[src/rtl/riscv_pipe_pkg.sv]
// Shared IF->ID pipeline types: bubble encoding, payload struct and stage occupancy states.
package riscv_pipe_pkg;

    localparam int          FD_XLEN   = 32;
    localparam int          FD_ILEN   = 32;
    localparam logic [31:0] NOP_INSTR = 32'h0000_0013;

    typedef struct packed {
        logic [FD_ILEN-1:0] instr;
        logic [FD_XLEN-1:0] pc;
        logic [FD_XLEN-1:0] pcplus4;
    } fd_payload_t;

    // Encoded as {main_v, skid_v}; 2'b01 is unreachable.
    typedef enum logic [1:0] {
        FD_EMPTY = 2'b00,
        FD_BUSY  = 2'b10,
        FD_FULL  = 2'b11
    } fd_state_e;

endpackage

[src/rtl/pipe_payload_reg.sv]
// Enable-loaded payload register with a configurable reset value.
module pipe_payload_reg
    import riscv_pipe_pkg::*;
#(
    parameter type T       = fd_payload_t,
    parameter T    RST_VAL = '0
) (
    input  logic clk,
    input  logic rst,
    input  logic i_en,
    input  T     i_d,
    output T     o_q
);

    T r_q;

    always_ff @(posedge clk or posedge rst) begin
        if (rst)       r_q <= RST_VAL;
        else if (i_en) r_q <= i_d;
    end

    assign o_q = r_q;

endmodule

[src/rtl/fetch_decode_stage.sv]
// IF->ID stage: valid/ready handshake, main + skid payload registers, flush to NOP bubble.
// Optional perf counters (stall/flush) are built when FD_PERF_CNT_EN is defined.
module fetch_decode_stage #(
    parameter int             XLEN      = 32,
    parameter int             ILEN      = 32,
    parameter logic [ILEN-1:0] NOP_INSTR = ILEN'(riscv_pipe_pkg::NOP_INSTR)
`ifdef FD_PERF_CNT_EN
    ,
    parameter int             CNT_W     = 16
`endif
) (
    input  logic            clk,
    input  logic            rst,
    input  logic            flush_i,
    input  logic            valid_f_i,
    output logic            ready_f_o,
    input  logic [ILEN-1:0] instr_f_i,
    input  logic [XLEN-1:0] pc_f_i,
    input  logic [XLEN-1:0] pcplus4_f_i,
    output logic            valid_d_o,
    input  logic            ready_d_i,
    output logic [ILEN-1:0] instr_d_o,
    output logic [XLEN-1:0] pc_d_o,
    output logic [XLEN-1:0] pcplus4_d_o
`ifdef FD_PERF_CNT_EN
    ,
    output logic [CNT_W-1:0] stall_cnt_o,
    output logic [CNT_W-1:0] flush_cnt_o
`endif
);
    import riscv_pipe_pkg::*;

    typedef struct packed {
        logic [ILEN-1:0] instr;
        logic [XLEN-1:0] pc;
        logic [XLEN-1:0] pcplus4;
    } pl_t;

    localparam pl_t MAIN_RST = '{instr: NOP_INSTR, pc: '0, pcplus4: '0};

    fd_state_e r_state, w_state_nxt;
    logic      r_ready_f;
    logic      w_accept_f, w_take_d;
    logic      w_load_main, w_load_skid, w_main_from_skid;
    pl_t       w_in, w_main_d, w_main_q, w_skid_q;

    assign w_in       = '{instr: instr_f_i, pc: pc_f_i, pcplus4: pcplus4_f_i};
    assign valid_d_o  = r_state[1];
    assign w_accept_f = valid_f_i & r_ready_f;
    assign w_take_d   = valid_d_o & ready_d_i;

    always_comb begin
        w_state_nxt      = r_state;
        w_load_main      = 1'b0;
        w_load_skid      = 1'b0;
        w_main_from_skid = 1'b0;
        case (r_state)
            FD_EMPTY: begin
                if (w_accept_f) begin
                    w_load_main = 1'b1;
                    w_state_nxt = FD_BUSY;
                end
            end
            FD_BUSY: begin
                if (w_accept_f && w_take_d) begin
                    w_load_main = 1'b1;
                end else if (w_accept_f) begin
                    w_load_skid = 1'b1;
                    w_state_nxt = FD_FULL;
                end else if (w_take_d) begin
                    w_state_nxt = FD_EMPTY;
                end
            end
            FD_FULL: begin
                if (w_take_d) begin
                    w_load_main      = 1'b1;
                    w_main_from_skid = 1'b1;
                    w_state_nxt      = FD_BUSY;
                end
            end
            default: w_state_nxt = FD_EMPTY;
        endcase
        // Flush overrides everything: drop all beats, show a bubble, keep the PCs.
        if (flush_i) begin
            w_state_nxt = FD_EMPTY;
            w_load_main = 1'b1;
            w_load_skid = 1'b0;
        end
    end

    always_comb begin
        if (flush_i)               w_main_d = '{instr: NOP_INSTR, pc: w_main_q.pc, pcplus4: w_main_q.pcplus4};
        else if (w_main_from_skid) w_main_d = w_skid_q;
        else                       w_main_d = w_in;
    end

    always_ff @(posedge clk or posedge rst) begin
        if (rst) begin
            r_state   <= FD_EMPTY;
            r_ready_f <= 1'b1;
        end else begin
            r_state   <= w_state_nxt;
            r_ready_f <= (w_state_nxt != FD_FULL);
        end
    end

    pipe_payload_reg #(.T(pl_t), .RST_VAL(MAIN_RST)) u_main (
        .clk (clk),
        .rst (rst),
        .i_en(w_load_main),
        .i_d (w_main_d),
        .o_q (w_main_q)
    );

    pipe_payload_reg #(.T(pl_t), .RST_VAL('0)) u_skid (
        .clk (clk),
        .rst (rst),
        .i_en(w_load_skid),
        .i_d (w_in),
        .o_q (w_skid_q)
    );

    assign ready_f_o   = r_ready_f;
    assign instr_d_o   = w_main_q.instr;
    assign pc_d_o      = w_main_q.pc;
    assign pcplus4_d_o = w_main_q.pcplus4;

`ifdef FD_PERF_CNT_EN
    logic [CNT_W-1:0] r_stall_cnt, r_flush_cnt;

    always_ff @(posedge clk or posedge rst) begin
        if (rst) begin
            r_stall_cnt <= '0;
            r_flush_cnt <= '0;
        end else begin
            if (valid_d_o && !ready_d_i && r_stall_cnt != '1) r_stall_cnt <= r_stall_cnt + 1'b1;
            if (flush_i && r_flush_cnt != '1)                 r_flush_cnt <= r_flush_cnt + 1'b1;
        end
    end

    assign stall_cnt_o = r_stall_cnt;
    assign flush_cnt_o = r_flush_cnt;
`endif

endmodule

[config.mk]
export PLATFORM = sky130hd
export DESIGN_NAME = fetch_decode_stage
export DESIGN_NICKNAME = d
export VERILOG_FILES = /design/src/rtl/riscv_pipe_pkg.sv /design/src/rtl/pipe_payload_reg.sv /design/src/rtl/fetch_decode_stage.sv
export SDC_FILE = /design/constraint.sdc
export NUM_CORES = 1
export LEC_CHECK = 0
export ABC_AREA = 1
export CORE_AREA = 4 4 278 144
export DETAILED_ROUTE_END_ITERATION = 7
export DIE_AREA = 0 0 282 148
export GPL_TIMING_DRIVEN = 0
export PLACE_DENSITY = 0.55
export SYNTH_ARGS = -nofsm -noshare
export SYNTH_HDL_FRONTEND = slang
export SYNTH_SLANG_ARGS = --single-unit
[constraint.sdc]
create_clock -name clk -period 7.9 [get_ports clk]
set_input_delay 1.58 -clock clk [delete_from_list [all_inputs] [get_ports clk]]
set_output_delay 1.58 -clock clk [all_outputs]
set_load 0.05 [all_outputs]
==> summary.md <==
| Metric | Value |
|---|---|
| Status | completed |
| Pwr Density | 240 nW/um2 |
| RSZ-0062 raised after global routing | false |
| Met1 usage | 19.8% |
| Final Instance Area | 12500 um2 |
| Post-synth ARST share | 100% |
| # IOs | 199 |
| Via count | 8883 |
| Buf/Inv on CP | 1 |
| Clock power frac | 30.5% |
| Cell family with most CP delay | buffers and inverters |
| HP Class | reg2reg |
| Die Ht | 148 um |
| Final min period | 3410 ps |
| GR Overflow Total | 0 |
| Seq pwr share | 42.9% |
| Max IR drop VDD | 0.121 mV |
| Post-CTS setup buffer count | 0 |
| Yosys reg bits | 195 |
| Cells after DPL | 1880 |
| DRT Pass-1 Iters | 5 |
| Vias in the first global route | 8842 |
| Min Hold Slack | 471 ps |
| Vias/cell | 4.64 |
| DR WL/cell | 17.0 um |
| Startpoint Class | register |
| Worst path max stage delay | 860 ps |
| Psw | 1.04 mW |
| Syn. warnings | 0 |
| Area Growth Syn to Fin | 34.7% |
| Site Rows | 50 |
| Power Internal | 1.97 mW |
| Type of the worst setup path | reg2out |
| Final Cycle Share | 43.2% |
| Fin. max-slew vios | 0 |
| Post-route ant nets | 0 |
| Sequential share of the synthesized area | 52.5% |
| Cells after synthesis | 1188 |
| CTS Buf Count | 17 |
| Pwr Total | 3.01 mW |
| EDFF count, synth | 0 |
| Slowest CP cell | clkdlybuf4s50_1 |
| Area of the mapped netlist | 9310 um2 |
| Met3 usage | 2.57% |
| Synth Net Count | 1289 |
| Clock Tree Root | clkbuf_16 |
| Setup TNS | 0 ps |
| Worst-skew pair later-pin latency | 440 ps |
| CP arrival | 1830 ps |
| Clk slew on worst S/H paths | 70 ps |
| Ratio of cells with drive above 1 in the final layout | 6.77% |
| Crit-path cells | clkdlybuf4s50_1 |
| Layout Cells excl Fill | 1914 |
| Leakage | 6.26 nW |
| CTS tree | yes |
| Multi-input logic area | 3870 um2 |
| Global Route Usage Sum | 15.5% |
| Endpoint type of the worst setup path | output pin |
| Sw Share | 34.6% |
| Met2 Usage GRT | 27.6% |
| Hold-fix buffers at CTS | 0 |
| CP required | 6320 ps |
| Post-DP Area | 11900 um2 |
| DRC Markers | 0 |
| Largest net degree at the start of global routing | 108 |
| Fmax | 293 MHz |
| Core box area | 37200 um2 |
| Initial antenna violation count | 2 |
| Comb pwr share | 26.7% |
| Critical Path Fanout Max | 2 |
| Starting Density | 25.0% |
| GPL Wtd Cong | 0.805 |
| Least-Margin Pin Slew | 665 ps |
| Die X | 282 um |
| # resized after CTS | 0 |
| CTS H-tree lvls | 4 |
| Area occupied by registers | 4880 um2 |
| Final HPWL DP | 23300 um |
| Clk_skew | 14.6 ps |
| Layout Nets | 1506 |
| DIE AREA | 41700 um2 |
| Port Buf Inserts | 197 |
| Final wirelength | 32500 um |
| Final hold vios | 0 |
| Setup violators final | 0 |
| Synth cell types | 19 |
| Max_slew headroom | 55.6% |
| First-pass GRT wire length | 51100 um |
| Top_reg_cell synth | dfrtp_1 |
| CTS Buffer Depth | 2 |
| Fillers | 3962 |
| Synth Area per Inst | 7.84 um2 |
| Clock sink count | 195 |
| GR peak layer | met2 |
| Initial DRC count | 600 |
| Max cap viols | 0 |
cell usage after synthesis (2+ instances only):
cell type | instances | area share (%)
clkbuf_1 | 48 | 1.9
buf_4 | 6 | 0.48
nand2_2 | 2 | 0.13
nand3_1 | 225 | 12
buf_6 | 9 | 1.1
buf_1 | 9 | 0.36
inv_2 | 4 | 0.16
dfrtp_1 | 191 | 51
nand2_1 | 550 | 22
nor2_4 | 2 | 0.24
inv_1 | 3 | 0.12
dfstp_2 | 4 | 1.1
buf_2 | 34 | 1.8
nand4_1 | 96 | 6.4
cell families (layout without fill, tap and decap cells):
logic type,Yosys count,after routing,synth area share [%]
AND/OR/NAND/NOR,879,879,41.5
flip-flops,195,195,52.5
buffers and inverters,113,343,5.98
other,0,2,0
AO/OA/AOI/OAI,1,1,0.0537
placed cells by master, fill, tap and decap left out, types with 2 or more instances in the layout:
cell | synthesis | layout
diode_2 | 0 | 2
clkdlybuf4s50_1 | 0 | 197
dfstp_2 | 4 | 4
inv_1 | 3 | 2
buf_2 | 34 | 34
buf_1 | 9 | 9
buf_6 | 9 | 9
clkinvlp_4 | 0 | 4
bufinv_16 | 0 | 3
clkbuf_1 | 48 | 51
nand2_2 | 2 | 2
inv_6 | 0 | 2
buf_4 | 6 | 6
clkinv_4 | 0 | 2
nand4_1 | 96 | 96
dfrtp_1 | 191 | 191
nand2_1 | 550 | 550
clkbuf_16 | 0 | 17
inv_2 | 4 | 4
nor2_4 | 2 | 2
nand3_1 | 225 | 225
final timing paths:
path	cells after the start	end	slack, ps	startpoint
max	1	ready_f_o	4490	ready_f_o
min	2	u_skid.o_q[30]	470	u_skid.o_q[30]
max reg2reg	7	u_main.o_q[51]	5970	r_state[1]
min reg2reg	2	u_skid.o_q[30]	470	u_skid.o_q[30]
max in group asynchronous	3	u_main.o_q[19]	5300	rst
min in group asynchronous	2	u_main.o_q[36]	1610	rst
flip-flops by register name, indices dropped and copies added (netlist names):
signal,count
ready_f_o,1
u_skid.o_q,96
u_main.o_q,96
r_state,2
per-layer routing:
metal	vias to the layer above	share of wire, %
li1	4363	-
met1	4336	42
met2	154	52
met3	30	3.4
met4	0	1.7
met5	-	0
stage by stage:
stage / setup slack (ps) / utilization [%]
global route: 4460 / 33.7
floorplan: 1010 / -
CTS: 4470 / 33.7
finish: 4490 / 33.7
global placement: -2020 / 32.0
detailed placement: 4310 / 32.1
power by group through the flow:
stage	logic (mW)	registers, mW	clock network, mW
detailed placement	0.811	1.31	0
global route	0.872	1.32	0.979
floorplan	0.262	1.54	0
finish	0.803	1.29	0.918
global placement	0.801	1.31	0
CTS	0.812	1.29	0.938
area by class of cell:
class / count / share of cell area (%)
plain buffers: 106 / 4.23
clock buffers: 21 / 3.59
repair buffers: 198 / 15.9
multi-input cells: 880 / 30.9
clock inverters: 11 / 1.24
well taps: 494 / 4.93
flip-flops and latches: 195 / 38.9
diodes: 2 / 0.0399
inverters: 7 / 0.269
No activity file was read; power rests on OpenSTA's default activity.
